**config.mk**
```make
export PLATFORM = sky130hd
export DESIGN_NAME = mips_sequencer
export DESIGN_NICKNAME = d
export VERILOG_FILES = /design/src/rtl/mips_sequencer.sv
export SDC_FILE = /design/constraint.sdc
export NUM_CORES = 1
export LEC_CHECK = 0
export CORE_MARGIN = 3
export CORE_UTILIZATION = 44
export DETAILED_ROUTE_END_ITERATION = 10
export GPL_TIMING_DRIVEN = 0
export PLACE_DENSITY = 0.78
export SLEW_MARGIN = 5
export SYNTH_ARGS = -nofsm -noshare
export SYNTH_HDL_FRONTEND = slang
export SYNTH_SLANG_ARGS = --single-unit
export TNS_END_PERCENT = 30
```
**constraint.sdc**
```tcl
create_clock -name CLK -period 5.2 [get_ports CLK]
set_input_delay 1.04 -clock CLK [delete_from_list [all_inputs] [get_ports CLK]]
set_output_delay 1.04 -clock CLK [all_outputs]
set_load 0.05 [all_outputs]
```
**src/rtl/mips_sequencer.sv**
```systemverilog
// Multi-cycle MIPS control sequencer: IDLE -> DECODE -> EXEC -> (MEM) -> WB, with a bounded memory wait.
// Latency: R-type 4 edges accept-to-DONE; LW 5 + ack-wait; SW 4 + ack-wait; unknown opcode 2 edges to ILLEGAL.
// Backpressure: INSTR_READY is high only in IDLE outside reset; MEM stalls on MEM_ACK until TIMEOUT cycles pass.
//
// Ports:
//   CLK, RST (sync, active-high)           clock and reset
//   INSTR, INSTR_VALID / INSTR_READY       instruction handshake; fields Op[31:26] WA[14:10] RA1[9:5] RA2[4:0]
//   MEM_ACK                                data memory finished the current access
//   ALU_op, RA1_O, RA2_O, WA_O             decoded controls from the latched instruction
//   BRWe, WeMD, ReMD, Demuxo               register-file / data-memory enables and writeback select
//   BUSY, DONE, ILLEGAL, TIMEOUT_ERR       status level and one-cycle pulses
//   RETIRED                                16-bit wrapping retired-instruction count
module mips_sequencer #(
   parameter int unsigned TIMEOUT = 15
) (
   input  logic        CLK,
   input  logic        RST,
   input  logic [31:0] INSTR,
   input  logic        INSTR_VALID,
   output logic        INSTR_READY,
   input  logic        MEM_ACK,
   output logic [3:0]  ALU_op,
   output logic [4:0]  RA1_O,
   output logic [4:0]  RA2_O,
   output logic [4:0]  WA_O,
   output logic        BRWe,
   output logic        WeMD,
   output logic        ReMD,
   output logic        Demuxo,
   output logic        BUSY,
   output logic        DONE,
   output logic        ILLEGAL,
   output logic        TIMEOUT_ERR,
   output logic [15:0] RETIRED
);

   typedef enum logic [2:0] {
      S_IDLE,
      S_DECODE,
      S_EXEC,
      S_MEM,
      S_WB
   } state_t;

   localparam logic [5:0] OP_ADD = 6'b100000;
   localparam logic [5:0] OP_SUB = 6'b100010;
   localparam logic [5:0] OP_AND = 6'b100100;
   localparam logic [5:0] OP_OR  = 6'b100101;
   localparam logic [5:0] OP_SLT = 6'b101010;
   localparam logic [5:0] OP_LW  = 6'b100011;
   localparam logic [5:0] OP_SW  = 6'b101011;

   // The counter holds the number of earlier ack-less MEM cycles, so the
   // current ack-less cycle is the TIMEOUT-th one when it equals TIMEOUT-1.
   localparam logic [7:0] WAIT_LAST = 8'(TIMEOUT - 1);

   state_t      state_q, state_d;
   logic [5:0]  op_q, op_d;
   logic [4:0]  wa_q, wa_d;
   logic [4:0]  ra1_q, ra1_d;
   logic [4:0]  ra2_q, ra2_d;
   logic [7:0]  wait_q, wait_d;
   logic [15:0] retired_q, retired_d;
   logic        done_q, done_d;
   logic        illegal_q, illegal_d;
   logic        tmo_q, tmo_d;

   logic        known, is_lw, is_sw;
   logic [3:0]  alu;
   logic        brwe, wemd, remd, demux;
   logic        accept;
   logic        instr_unused;

   // Immediate/function bits are not used by this sequencer.
   assign instr_unused = ^INSTR[25:15];

   // Opcode decode of the latched instruction; unknown opcodes present ALU_op 0000.
   always_comb begin
      known = 1'b1;
      is_lw = 1'b0;
      is_sw = 1'b0;
      alu   = 4'b0000;
      case (op_q)
         OP_ADD: alu = 4'b0010;
         OP_SUB: alu = 4'b0110;
         OP_AND: alu = 4'b0000;
         OP_OR:  alu = 4'b0001;
         OP_SLT: alu = 4'b0111;
         OP_LW:  begin alu = 4'b0010; is_lw = 1'b1; end
         OP_SW:  begin alu = 4'b0010; is_sw = 1'b1; end
         default: known = 1'b0;
      endcase
   end

   assign accept = INSTR_VALID && INSTR_READY;

   always_comb begin
      state_d   = state_q;
      op_d      = op_q;
      wa_d      = wa_q;
      ra1_d     = ra1_q;
      ra2_d     = ra2_q;
      wait_d    = wait_q;
      retired_d = retired_q;
      done_d    = 1'b0;
      illegal_d = 1'b0;
      tmo_d     = 1'b0;
      brwe      = 1'b0;
      wemd      = 1'b0;
      remd      = 1'b0;
      demux     = 1'b0;
      case (state_q)
         S_IDLE: begin
            if (accept) begin
               op_d    = INSTR[31:26];
               wa_d    = INSTR[14:10];
               ra1_d   = INSTR[9:5];
               ra2_d   = INSTR[4:0];
               state_d = S_DECODE;
            end
         end
         S_DECODE: begin
            if (known) begin
               state_d = S_EXEC;
            end else begin
               state_d   = S_IDLE;
               illegal_d = 1'b1;
            end
         end
         S_EXEC: begin
            wait_d  = 8'd0;
            state_d = (is_lw || is_sw) ? S_MEM : S_WB;
         end
         S_MEM: begin
            remd = is_lw;
            wemd = is_sw;
            // An ack in the final allowed cycle still completes normally.
            if (MEM_ACK) begin
               if (is_lw) begin
                  state_d = S_WB;
               end else begin
                  state_d   = S_IDLE;
                  done_d    = 1'b1;
                  retired_d = retired_q + 16'd1;
               end
            end else if (wait_q == WAIT_LAST) begin
               state_d = S_IDLE;
               tmo_d   = 1'b1;
            end else begin
               wait_d = wait_q + 8'd1;
            end
         end
         S_WB: begin
            brwe      = 1'b1;
            demux     = !is_lw;
            remd      = is_lw;
            state_d   = S_IDLE;
            done_d    = 1'b1;
            retired_d = retired_q + 16'd1;
         end
         default: state_d = S_IDLE;
      endcase
   end

   always_ff @(posedge CLK) begin
      if (RST) begin
         state_q   <= S_IDLE;
         op_q      <= 6'd0;
         wa_q      <= 5'd0;
         ra1_q     <= 5'd0;
         ra2_q     <= 5'd0;
         wait_q    <= 8'd0;
         retired_q <= 16'd0;
         done_q    <= 1'b0;
         illegal_q <= 1'b0;
         tmo_q     <= 1'b0;
      end else begin
         state_q   <= state_d;
         op_q      <= op_d;
         wa_q      <= wa_d;
         ra1_q     <= ra1_d;
         ra2_q     <= ra2_d;
         wait_q    <= wait_d;
         retired_q <= retired_d;
         done_q    <= done_d;
         illegal_q <= illegal_d;
         tmo_q     <= tmo_d;
      end
   end

   assign INSTR_READY = (state_q == S_IDLE) && !RST;
   assign BUSY        = (state_q != S_IDLE) && !RST;
   assign ALU_op      = alu;
   assign RA1_O       = ra1_q;
   assign RA2_O       = ra2_q;
   assign WA_O        = wa_q;
   assign BRWe        = brwe;
   assign WeMD        = wemd;
   assign ReMD        = remd;
   assign Demuxo      = demux;
   assign DONE        = done_q;
   assign ILLEGAL     = illegal_q;
   assign TIMEOUT_ERR = tmo_q;
   assign RETIRED     = retired_q;

endmodule

```
==> summary.md <==
| Metric | Value |
|---|---|
| Worst hold path class | reg2reg |
| Critical path class | in2out |
| MaxCap Viol Count | 0 |
| Distinct cells, synth | 52 |
| Cells after synthesis | 285 |
| Initial antenna violation count | 0 |
| Most common cell after layout, fill and taps aside | clkdlybuf4s50_1 |
| Syn_nets | 324 |
| Post-CTS setup buffer count | 0 |
| Post-synth EDFFs | 0 |
| Worst Path Max Fanout | 10 |
| GR Util met3 | 0.0374 |
| IO Pins | 80 |
| DRC Markers | 0 |
| Worst-case clock buffer depth | 2 |
| Final Worst Setup Slack | 0.991 ns |
| Vias in the first global route | 2009 |
| Post-DP HPWL | 4.21 mm |
| Total CTS buffers | 5 |
| Mapped Area | 0.00236 mm² |
| Synth Area per Inst | 8.27 µm² |
| Critical Path RT | 4.16 ns |
| VDD IR-drop max | 0.229 mV |
| Routed WL | 5.51 mm |
| Setup TNS Final | 0 ns |
| Clock Skews | 0.00913 ns |
| Final hold slack | 0.462 ns |
| Initial Util | 0.459 |
| Global routing usage on met2 | 0.309 |
| Cts hold-fix bufs | 0 |
| Final period util | 0.809 |
| Part of the Yosys area used for sequential elements | 0.433 |
| Leakage | 1.17 nW |
| P&R area growth vs syn | 36.5% |
| Clk root buf | clkbuf_8 |
| Post-CTS sizing | 0 |
| Htree depth | 2 |
| Most frequent cells in the layout | clkdlybuf4s50_1, nand2_1, dfxtp_1, nor2_1, a21oi_1 |
| Core area | 0.00514 mm² |
| Share of cells above drive strength 1 | 0.0529 |
| Met1 GRT Util | 0.235 |
| Gpl congestion | 0.856 |
| Fin nets | 398 |
| Non-filler cells, final | 429 |
| Die Span Y | 79.2 µm |
| Die area | 0.00627 mm² |
| Vias | 2174 |
| Worst-Skew Late Latency | 0.30 ns |
| CTS sink count | 51 |
| Initial DRT Pass Iterations | 4 |
| DR vias/cell | 5.07 |
| Yosys reg bits | 51 |
| Max_slew headroom | 0.647 |
| Fin crit period | 4.21 ns |
| Busiest grt layer | met2 |
| Final Slew Violations | 0 |
| # diodes | 0 |
| CTS clk-pin slew, worst paths | 0.09 ns |
| Final global-route overflow total | 0 |
| RSZ-0062 raised after global routing | false |
| Status | finished clean |
| TritonCTS clock tree | done |
| Dpl cells | 422 |
| Slew @ Worst Pin | 0.527 ns |
| Power density over the cells | 244 mW/mm² |
| Syn. warnings | 0 |
| Placement Setup Slack | 0.958 ns |
| Port Buffers | 67 |
| Finish-stage setup viols | 0 |
| F_max | 238 MHz |
| WL/cell | 12.8 µm |
| First-pass GRT wire length | 9.25 mm |
| Async set-reset flop share out of synthesis | 0 |
| Antenna viol nets, final | 0 |
| Final Hold Fails | 0 |
| Dominant synthesized flop cell | dfxtp_1 |
| Power Total | 786 µW |
| Starting DRT DRC Count | 82 |
| Largest net degree at the start of global routing | 15 |
| Crit. End Element | primary output |
| Worst setup SP type | input pin |
| FP Rows | 26 |
| GRT Resource Usage Total | 0.180 |
| WP data arrival | 3.17 ns |
| Die W | 79.2 µm |
-- critical path: stages --
cell,delay [ns]
clkdlybuf4s50_1,0.53
clkbuf_1,0.35
clkbuf_1,0.43
nor2_1,0.09
clkdlybuf4s50_1,0.72
-- power breakdown --
part	internal, mW	switching (mW)	leakage (nW)
Clock	0.141	0.123	0.0513
Combinational	0.0451	0.0681	0.700
Sequential	0.401	0.00772	0.415
-- logic make-up after synthesis --
| kind of cell | after synthesis | synth area share |
|---|---|---|
| buffers and inverters | 19 | 0.0356 |
| xor gates and xnor gates | 20 | 0.0743 |
| DFF | 51 | 0.433 |
| muxes | 2 | 0.00902 |
| adders and majority gates | 3 | 0.0159 |
| AOI/OAI and AO/OA | 50 | 0.146 |
| and+or+nand+nor | 139 | 0.284 |
| other | 1 | 0.00159 |
-- state kept, by name, summed over array words and instances, names as in the netlist --
name / count
RA1_O: 5
TIMEOUT_ERR: 1
wait_q: 8
op_q: 6
RETIRED: 16
WA_O: 5
RA2_O: 5
DONE: 1
state_q: 3
ILLEGAL: 1
-- cell type report --
cell class,instances,area (µm²)
Timing Repair Buffer,67,671
Clock inverter,1,30.0
Sequential cell,51,1020
Inverter,4,15.0
Fill cell,508,1920
Buffer,15,68.8
Tap cell,70,87.6
Multi-Input combinational cell,215,1250
Clock buffer,6,72.6
-- final timing paths --
path | from | end | slack (ns) | cells past startpoint
max | RST | BUSY | 0.99 | 5
min | RA1_O[3]$_SDFFE_PP0P_ | RA1_O[3]$_SDFFE_PP0P_ | 0.46 | 2
max reg2reg | op_q[5]$_SDFFE_PP0P_ | RETIRED[15]$_SDFFE_PP0P_ | 3.25 | 6
min reg2reg | RA1_O[3]$_SDFFE_PP0P_ | RA1_O[3]$_SDFFE_PP0P_ | 0.46 | 2
-- synth_stat cells (2+ instances only) --
master | count | area (µm²)
a31oi_1 | 2 | 12.5
inv_1 | 4 | 15.0
nor3b_1 | 2 | 15.0
and2_1 | 2 | 12.5
o311a_4 | 2 | 42.5
nand4_1 | 5 | 31.3
ha_1 | 3 | 37.5
nand3_1 | 6 | 30.0
nor4_1 | 2 | 12.5
a211oi_1 | 3 | 22.5
nor3_1 | 9 | 45.0
dfxtp_1 | 51 | 1020
nand2_1 | 53 | 199
nor2_1 | 36 | 135
and3_1 | 4 | 25.0
o21ai_1 | 7 | 35.0
nand4b_1 | 2 | 17.5
a21oi_1 | 26 | 130
clkbuf_1 | 11 | 41.3
xnor2_1 | 9 | 78.8
or3_1 | 2 | 12.5
nand2b_1 | 2 | 12.5
xor2_1 | 11 | 96.3
nor2b_1 | 2 | 12.5
and4_1 | 2 | 17.5
-- through the flow --
step | utilization | instance area (µm²)
after floorplan | - | 2360
after global placement | 0.606 | 3120
after detailed placement | 0.606 | 3120
after CTS | 0.626 | 3220
after global routing | 0.626 | 3220
final | 0.626 | 3220
-- per-layer routing --
layer / up-vias / part of all wire
li1: 1123 / -
met3: 6 / 0.027
met2: 35 / 0.50
met5: - / 0
met4: 0 / 0.0074
met1: 1010 / 0.47
Note: power is estimated with default switching activity, not from simulation.
